$ cat src/rtl/output_buffer_read_sequencer.sv
// Output buffer read sequencer: sweeps ADC groups through the read-mode buffer,
// packs 4-bit encoder codes eight to a 32-bit word and queues the words in a
// small FIFO drained by the host over valid/ready.
//
// state | meaning
// IDLE  | waiting for start_i
// WR    | drive column address, strobe buf_w_en_o
// RD    | hold address, strobe read_load_en_o, capture enc_i[3:0]
// FULLW | packed word ready but FIFO full; strobes low
// PUSH  | write packed word to FIFO tail
// DONE  | one-cycle done_o pulse
module output_buffer_read_sequencer #(
   parameter int NUM_ADC_MAX = 128,
   parameter int FIFO_DEPTH  = 4
) (
   input  logic        clk_i,
   input  logic        rst_i,
   input  logic        start_i,
   input  logic [7:0]  num_adc_i,
   output logic        busy_o,
   output logic        done_o,
   output logic [8:0]  col_addr9_o,
   output logic        buf_w_en_o,
   output logic        read_load_en_o,
   input  logic [31:0] enc_i,
   output logic [31:0] data_o,
   output logic        valid_o,
   input  logic        ready_i
);

   localparam int          PW    = $clog2(FIFO_DEPTH);
   localparam int          CW    = PW + 1;
   localparam logic [7:0]  N_MAX = 8'(NUM_ADC_MAX);
   localparam logic [CW-1:0] CNT_FULL = CW'(FIFO_DEPTH);

   typedef enum logic [2:0] {
      S_IDLE, S_WR, S_RD, S_FULLW, S_PUSH, S_DONE
   } state_t;

   state_t          state, state_nxt;
   logic [7:0]      n_q;
   logic [7:0]      idx;
   logic [2:0]      k;
   logic [31:0]     pack;
   logic [31:0]     mem [FIFO_DEPTH];
   logic [PW-1:0]   wr_ptr, rd_ptr;
   logic [CW-1:0]   count;
   logic            full, push, pop, last_grp, word_done;
   logic [7:0]      n_clamp;
   logic            enc_unused;

   // only the low nibble of the buffer output carries the encoder code
   assign enc_unused = ^enc_i[31:4];

   assign n_clamp   = (num_adc_i > N_MAX) ? N_MAX : num_adc_i;
   assign last_grp  = (idx == n_q - 8'd1);
   assign word_done = (k == 3'd7) || last_grp;
   assign full      = (count == CNT_FULL);
   assign push      = (state == S_PUSH) && !full;
   assign pop       = valid_o && ready_i;

   // state register
   always_ff @(posedge clk_i) begin
      if (rst_i) state <= S_IDLE;
      else       state <= state_nxt;
   end

   // next-state decode
   always_comb begin
      state_nxt = state;
      case (state)
         S_IDLE:  if (start_i) state_nxt = (n_clamp == 8'd0) ? S_DONE : S_WR;
         S_WR:    state_nxt = S_RD;
         S_RD:    if (word_done) state_nxt = full ? S_FULLW : S_PUSH;
                  else           state_nxt = S_WR;
         S_FULLW: if (!full) state_nxt = S_PUSH;
         S_PUSH:  state_nxt = last_grp ? S_DONE : S_WR;
         S_DONE:  state_nxt = S_IDLE;
         default: state_nxt = S_IDLE;
      endcase
   end

   // output decode; address is only driven while strobing
   always_comb begin
      busy_o         = (state != S_IDLE);
      done_o         = (state == S_DONE);
      buf_w_en_o     = (state == S_WR);
      read_load_en_o = (state == S_RD);
      col_addr9_o    = (buf_w_en_o || read_load_en_o) ? {idx[6:0], 2'b00} : 9'd0;
   end

   // group index, nibble count and packing register
   always_ff @(posedge clk_i) begin
      if (rst_i) begin
         n_q  <= '0;
         idx  <= '0;
         k    <= '0;
         pack <= '0;
      end else begin
         case (state)
            S_IDLE: if (start_i) begin
               n_q  <= n_clamp;
               idx  <= '0;
               k    <= '0;
               pack <= '0;
            end
            S_RD: begin
               pack[{k, 2'b00} +: 4] <= enc_i[3:0];
               if (!word_done) begin
                  k   <= k + 3'd1;
                  idx <= idx + 8'd1;
               end
            end
            S_PUSH: begin
               pack <= '0;
               k    <= '0;
               if (!last_grp) idx <= idx + 8'd1;
            end
            default: ;
         endcase
      end
   end

   // FIFO pointers and occupancy; simultaneous push and pop leave count unchanged
   always_ff @(posedge clk_i) begin
      if (rst_i) begin
         wr_ptr <= '0;
         rd_ptr <= '0;
         count  <= '0;
      end else begin
         if (push) wr_ptr <= wr_ptr + PW'(1);
         if (pop)  rd_ptr <= rd_ptr + PW'(1);
         case ({push, pop})
            2'b10:   count <= count + CW'(1);
            2'b01:   count <= count - CW'(1);
            default: count <= count;
         endcase
      end
   end

   // FIFO storage
   always_ff @(posedge clk_i) begin
      if (push) mem[wr_ptr] <= pack;
   end

   assign valid_o = (count != '0);
   assign data_o  = valid_o ? mem[rd_ptr] : 32'd0;

endmodule
$ cat config.mk
export PLATFORM = sky130hd
export DESIGN_NAME = output_buffer_read_sequencer
export DESIGN_NICKNAME = d
export VERILOG_FILES = /design/src/rtl/output_buffer_read_sequencer.sv
export SDC_FILE = /design/constraint.sdc
export NUM_CORES = 1
export LEC_CHECK = 0
export ABC_AREA = 1
export CAP_MARGIN = 0
export CORE_MARGIN = 2
export CORE_UTILIZATION = 55
export DETAILED_ROUTE_END_ITERATION = 8
export DONT_BUFFER_PORTS = 1
export GPL_TIMING_DRIVEN = 0
export PLACE_DENSITY = 0.74
export SETUP_SLACK_MARGIN = 0.2
export SLEW_MARGIN = 20
export SYNTH_ARGS = -nofsm -noshare
export SYNTH_HDL_FRONTEND = slang
export SYNTH_SLANG_ARGS = --single-unit
export TNS_END_PERCENT = 30
$ cat constraint.sdc
create_clock -name clk_i -period 2.8 [get_ports clk_i]
set_input_delay 0.56 -clock clk_i [delete_from_list [all_inputs] [get_ports clk_i]]
set_output_delay 0.56 -clock clk_i [all_outputs]
set_load 0.01 [all_outputs]
==> metrics.csv, run 1 <==
metric;value;unit
outcome;complete, no violations;
Final setup viols;0;
die area;16200;um^2
Post-Syn Area;8370;um^2
DRT Wirelength;19.2;mm
Synth Flop Type;edfxtp_1;
post-route cell area;9430;um^2
Final Hold Viols;0;
Crit-path slowest cell;a21oi_1;
Post-Synth Simple-Gate Area;19.1;%
Hold-fix buffers, CTS;0;
CTS Buf Count;17;
DIE WIDTH;127;um
final worst-path cycle share;90.6;%
post-DR vias/cell;5.52;
TritonCTS clock tree;done;
total number of vias;6076;
Worst Setup Start Kind;flop;
clk sinks;191;
synth unique cells;42;
drt drc;0;
Post-Synthesis Cells;871;
top-count cell post-synth;nor2_1;
Ports;90;
Routability Congestion;0.935;
crit path time final;2.54;ns
port buffer count;0;
crit path kind;flop to output port;
Yosys warning count;0;
Syn Area/Cell;9.61;um^2
Worst Max-Slew Pin Slew;0.585;ns
first-pass GRT wire length;30.4;mm
H-tree depth;4;
Die Y;127;um
crit path cell chain;clkbuf_2 > inv_1 > clkbuf_1 > nor2_1 > o21ai_0 > a21oi_1;
Yosys top cell area share;45.9;%
Routed wire per std cell;17.5;um
Crit path arrival time;1.98;ns
final core utilization;62.7;%
top post-synthesis cells by count;nor2_1 (193), edfxtp_1 (128), nand2_1 (111), a21oi_1 (87), o21ai_0 (78);
XOR/XNOR share of the synthesized area;1.15;%
top post-synthesis cells by area;edfxtp_1 (46%), dfxtp_1 (15%), nor2_1 (8.7%);
area leader, netlist;edfxtp_1;
max_cap viols;0;
Layout area overhead;12.7;%
maximum achievable frequency;394;MHz
core area;15000;um^2
critical path peak fanout;10;
Detailed Route Iter0 Violations;476;
post-synthesis adder-cell area fraction;2.33;%
initial core utilization;55.7;%
total congestion overflow;0;
Rows;45;
mux cell area share after synthesis;0;%
max-slew violation count;0;
Slew Limit Headroom;60.5;%
Antenna Cells;0;
DRT antenna net count;0;
initial antenna violation count;0;
LEAKAGE;3.43;nW
maximum VDD drop;0.000455;V
Synth async-reset ratio;0;%
Root Buffer;clkbuf_16;
Setup Skew;0.0124;ns
Seq/Total Area, Yosys;61.0;%
vias in the first global route;5815;
Worst-Skew Late Latency;0.42;ns
Setup crit end kind;output port;
Synth Area in Compound Gates;11.4;%
placed cell area;8740;um^2
RSZ-0062 raised after global routing;yes;
Seq cells post-synth;191;
fin nets;959;
TritonRoute pass-1 iters;5;
global-route usage over all layers;24.6;%
final hold slack;0.272;ns
CTS max path bufs;2;
Pwr Density;719;nW/um^2
Post-synth EDFFs;128;
Setup TNS Final;0;ns
largest net degree at the start of global routing;24;
HPWL Detailed;12.8;mm
CP Data Required Time;2.24;ns
main combinational cell family by area after synthesis;simple AND/OR/NAND/NOR gates;
Crit path largest cell delay;0.32;ns
Worst Hold Class;primary input to flop;
layout cells sized above 1;11.1;%
CTS clk-pin slew, worst paths;0.07;ns
cell type report:
cell class | instances | area [um^2]
Tap cell | 188 | 235
Inverter | 64 | 251
Timing Repair Buffer | 8 | 138
Multi-Input combinational cell | 580 | 2940
Sequential cell | 191 | 5110
Fill cell | 1226 | 5600
Clock buffer | 17 | 425
Clock inverter | 15 | 145
Buffer | 38 | 186
final timing paths:
check | startpoint | to | slack [ns] | cells past startpoint
setup / recovery | flop | data_o[22] | 0.26 | 6
hold / removal | num_adc_i[5] | n_q[5] | 0.27 | 2
setup reg to reg | state[0] | mem[3][14] | 0.40 | 8
hold reg to reg | rd_ptr[1] | rd_ptr[1] | 0.48 | 2
registers in the layout (all words and copies together) (netlist names), named ones only:
name    flops
count       3
idx         8
k           3
mem       128
n_q         8
pack       32
rd_ptr      2
state       3
wr_ptr      2
power breakdown:
part / switching [mW] / internal, mW
combinational: 1.01 / 0.354
sequential: 0.0653 / 3.03
clock: 1.01 / 1.31
worst max-delay path, delay by kind of cell (launching register included):
kind	cells	cell delay, ns
DFF	1	0.31
buffers and inverters	3	0.64
AOI/OAI and AO/OA	2	0.43
and+or+nand+nor	1	0.18
cell usage in the layout (no fill, tap or decap), types with 5 or more instances in the layout:
master       n
clkbuf_16   17
buf_2        6
clkinv_4     5
inv_2        5
nor3_1       7
ha_1        13
a21oi_1     85
nor2_4       7
buf_4        5
clkbuf_2     5
clkbuf_1    21
dfxtp_1     60
xor2_1       5
nand4_1     13
edfxtp_1   128
xnor2_1      6
nor2_2       7
o21ai_0     78
inv_1       54
nor2_1     182
nand3_1     27
nand2_1    110
layer usage:
| metal | vias up | track usage [%] | part of all wire [%] |
|---|---|---|---|
| met1 | 2857 | 31.0 | 43 |
| met2 | 176 | 42.3 | 50 |
| met4 | 0 | 9.57 | 2.0 |
| li1 | 3019 | - | - |
| met3 | 24 | 4.56 | 4.9 |
| met5 | - | 0 | 0 |
cell families (layout without fill, tap and decap cells):
group,Yosys count,in the layout
AO/OA/AOI/OAI,182,182
XOR/XNOR,11,11
adder cells (fa/ha/maj),15,15
buffers and inverters,102,142
flip-flops,191,191
other,1,2
AND/OR/NAND/NOR,369,370
metrics by stage:
step	worst slack [ns]	power, mW	instances
after global routing	0.112	7.08	1101
after floorplan	-0.0683	4.12	872
after global placement	-1.40	4.46	1060
final	0.265	6.78	1101
after CTS	0.121	6.80	1097
after detailed placement	0.266	4.48	1064
what timing repair did:
| action | CTS | global route |
|---|---|---|
| pin swaps | 2 | 2 |
| hold endpoints to repair | 0 | 0 |
| setup endpoints to repair | 39 | 111 |
| cloned | 1 | 0 |
| gates resized for setup | 20 | 11 |
| buffers inserted | 0 | 4 |
(Power assumes the default switching activity.)
==> run 2, diff against run 1 <==
- CORE_MARGIN: 2 -> 4
==> run 2 against run 1 <==
Global-route usage decreased by 2.6 points. Clock power decreased by 2%. Total power increased by 0.14%. Setup slack got worse by 0.065 ns. Highest routed layer unchanged. Maximum frequency decreased by 2.5%. First-iteration DRC count increased by 29%. Via count increased by 2.1%.
==> metrics.csv, run 2 (synthesis gave the netlist of run 1 again) <==
metric;value;unit
outcome;complete, no violations;
die area;17300;um^2
final hold slack;0.270;ns
Slew Limit Headroom;57.4;%
most common cell after layout, fill and taps aside;nor2_1;
port buffer count;0;
Detailed Route Iter0 Violations;616;
busiest grt layer;met2;
Worst-Skew Late Latency;0.43;ns
Largest register FFs;128;
core area;14700;um^2
Tot Pwr;6.79;mW
initial core utilization;56.9;%
Rows;44;
Final setup viols;0;
DRT antenna net count;0;
DIE WIDTH;131;um
CTS Buf Count;17;
number of cells on the worst reg-to-reg path;10;
Routability Congestion;0.925;
final worst-path cycle share;92.9;%
Setup TNS Final;0;ns
LEAKAGE;3.44;nW
Layout area overhead;13.5;%
crit path kind;flop to output port;
Worst Max-Slew Pin Slew;0.638;ns
Ports;90;
register name with the most flops;mem;
layout cells sized above 1;13.1;%
DRT Wirelength;19.1;mm
dpl ws;0.305;ns
Crit path arrival time;2.04;ns
met3 Usage GRT;5.66;%
Seq pwr share;45.5;%
hold depth;2;
cell-internal power;4.64;mW
HPWL Detailed;12.8;mm
final core utilization;64.6;%
vias in the first global route;5796;
Final Hold Viols;0;
placed cell area;8730;um^2
Gate power share;21.1;%
Setup crit end kind;output port;
fin nets;960;
post-route cell area;9500;um^2
total congestion overflow;0;
H-tree depth;4;
initial antenna violation count;0;
maximum achievable frequency;385;MHz
Top Registers;mem x128, pack x32;
Antenna Cells;0;
switching portion of total power;31.7;%
critical path peak fanout;10;
max_cap viols;0;
final setup margin;0.200;ns
Worst Hold Class;primary input to flop;
crit path time final;2.60;ns
max-slew violation count;0;
Die Y;131;um
drt drc;0;
RSZ-0062 raised after global routing;yes;
maximum VDD drop;0.000473;V
Routed wire per std cell;17.4;um
CTS clk-pin slew, worst paths;0.07;ns
grt met2 use;35.7;%
Placed Instances;1060;
total number of vias;6203;
TritonRoute pass-1 iters;5;
Clk pwr share;33.5;%
Post-Layout Cell Count;1098;
largest net degree at the start of global routing;24;
Worst Setup Start Kind;flop;
CTS max path bufs;2;
Setup Skew;0.00556;ns
clk sinks;191;
Net Sw Power;2.15;mW
global-route usage over all layers;21.9;%
met1 GRT Util;28.5;%
TritonCTS clock tree;done;
CP Data Required Time;2.24;ns
post-DR vias/cell;5.65;
Root Buffer;clkbuf_16;
Pwr Density;715;nW/um^2
first-pass GRT wire length;30.1;mm
commonest cells after routing, fill and taps aside;nor2_1 (182), edfxtp_1 (128), nand2_1 (110);
## run 2: changes by cell type in the layout (fill, tap and decap cells not counted), sizes merged
cell and change:
clkinvlp +4, inv +1, bufinv -1, clkinv -6, buf +3
## run 2: final timing paths
path                to  slack [ns]         start
max reg2reg   pack[29]        0.41          k[0]
min reg2reg  rd_ptr[1]        0.47     rd_ptr[1]
max          data_o[5]        0.20      count[0]
min             n_q[3]        0.27  num_adc_i[3]
## run 2: timing repair
item	in CTS	in global routing
resized for setup	12	53
hold buffers	0	0
setup buffers	0	5
gates cloned	1	0
pin swaps	1	2
endpoints found under the setup margin	39	63
## run 2: power groups by stage
stage | combinational (mW) | clock (mW) | sequential [mW]
3_5_place_dp | 1.33 | 0 | 3.15
6_report | 1.43 | 2.27 | 3.09
3_3_place_gp | 1.31 | 0 | 3.15
5_1_grt | 1.59 | 2.39 | 3.10
4_1_cts | 1.36 | 2.27 | 3.09
2_1_floorplan | 0.990 | 0 | 3.13
## run 2: critical path: stages (launching register included)
cell and delay, ns:
dfxtp_1 0.35, nor3_2 0.49, buf_1 0.56, a21oi_1 0.21
## run 2: final cells by class
class                      count  area [um^2]
fill                        1147         5200
sequential                   191         5110
multi-input combinational    580         3000
clock buffer                  19          433
inverter                      64          255
tap                          184          230
buffer                        38          203
timing repair buffer           9          145
clock inverter                13          114
## run 2: layer usage
metal / wire length (um) / up-vias
met3: 1340 / 42
met4: 408 / 0
met5: 0 / -
li1: - / 3011
met1: 8160 / 2940
met2: 9210 / 210
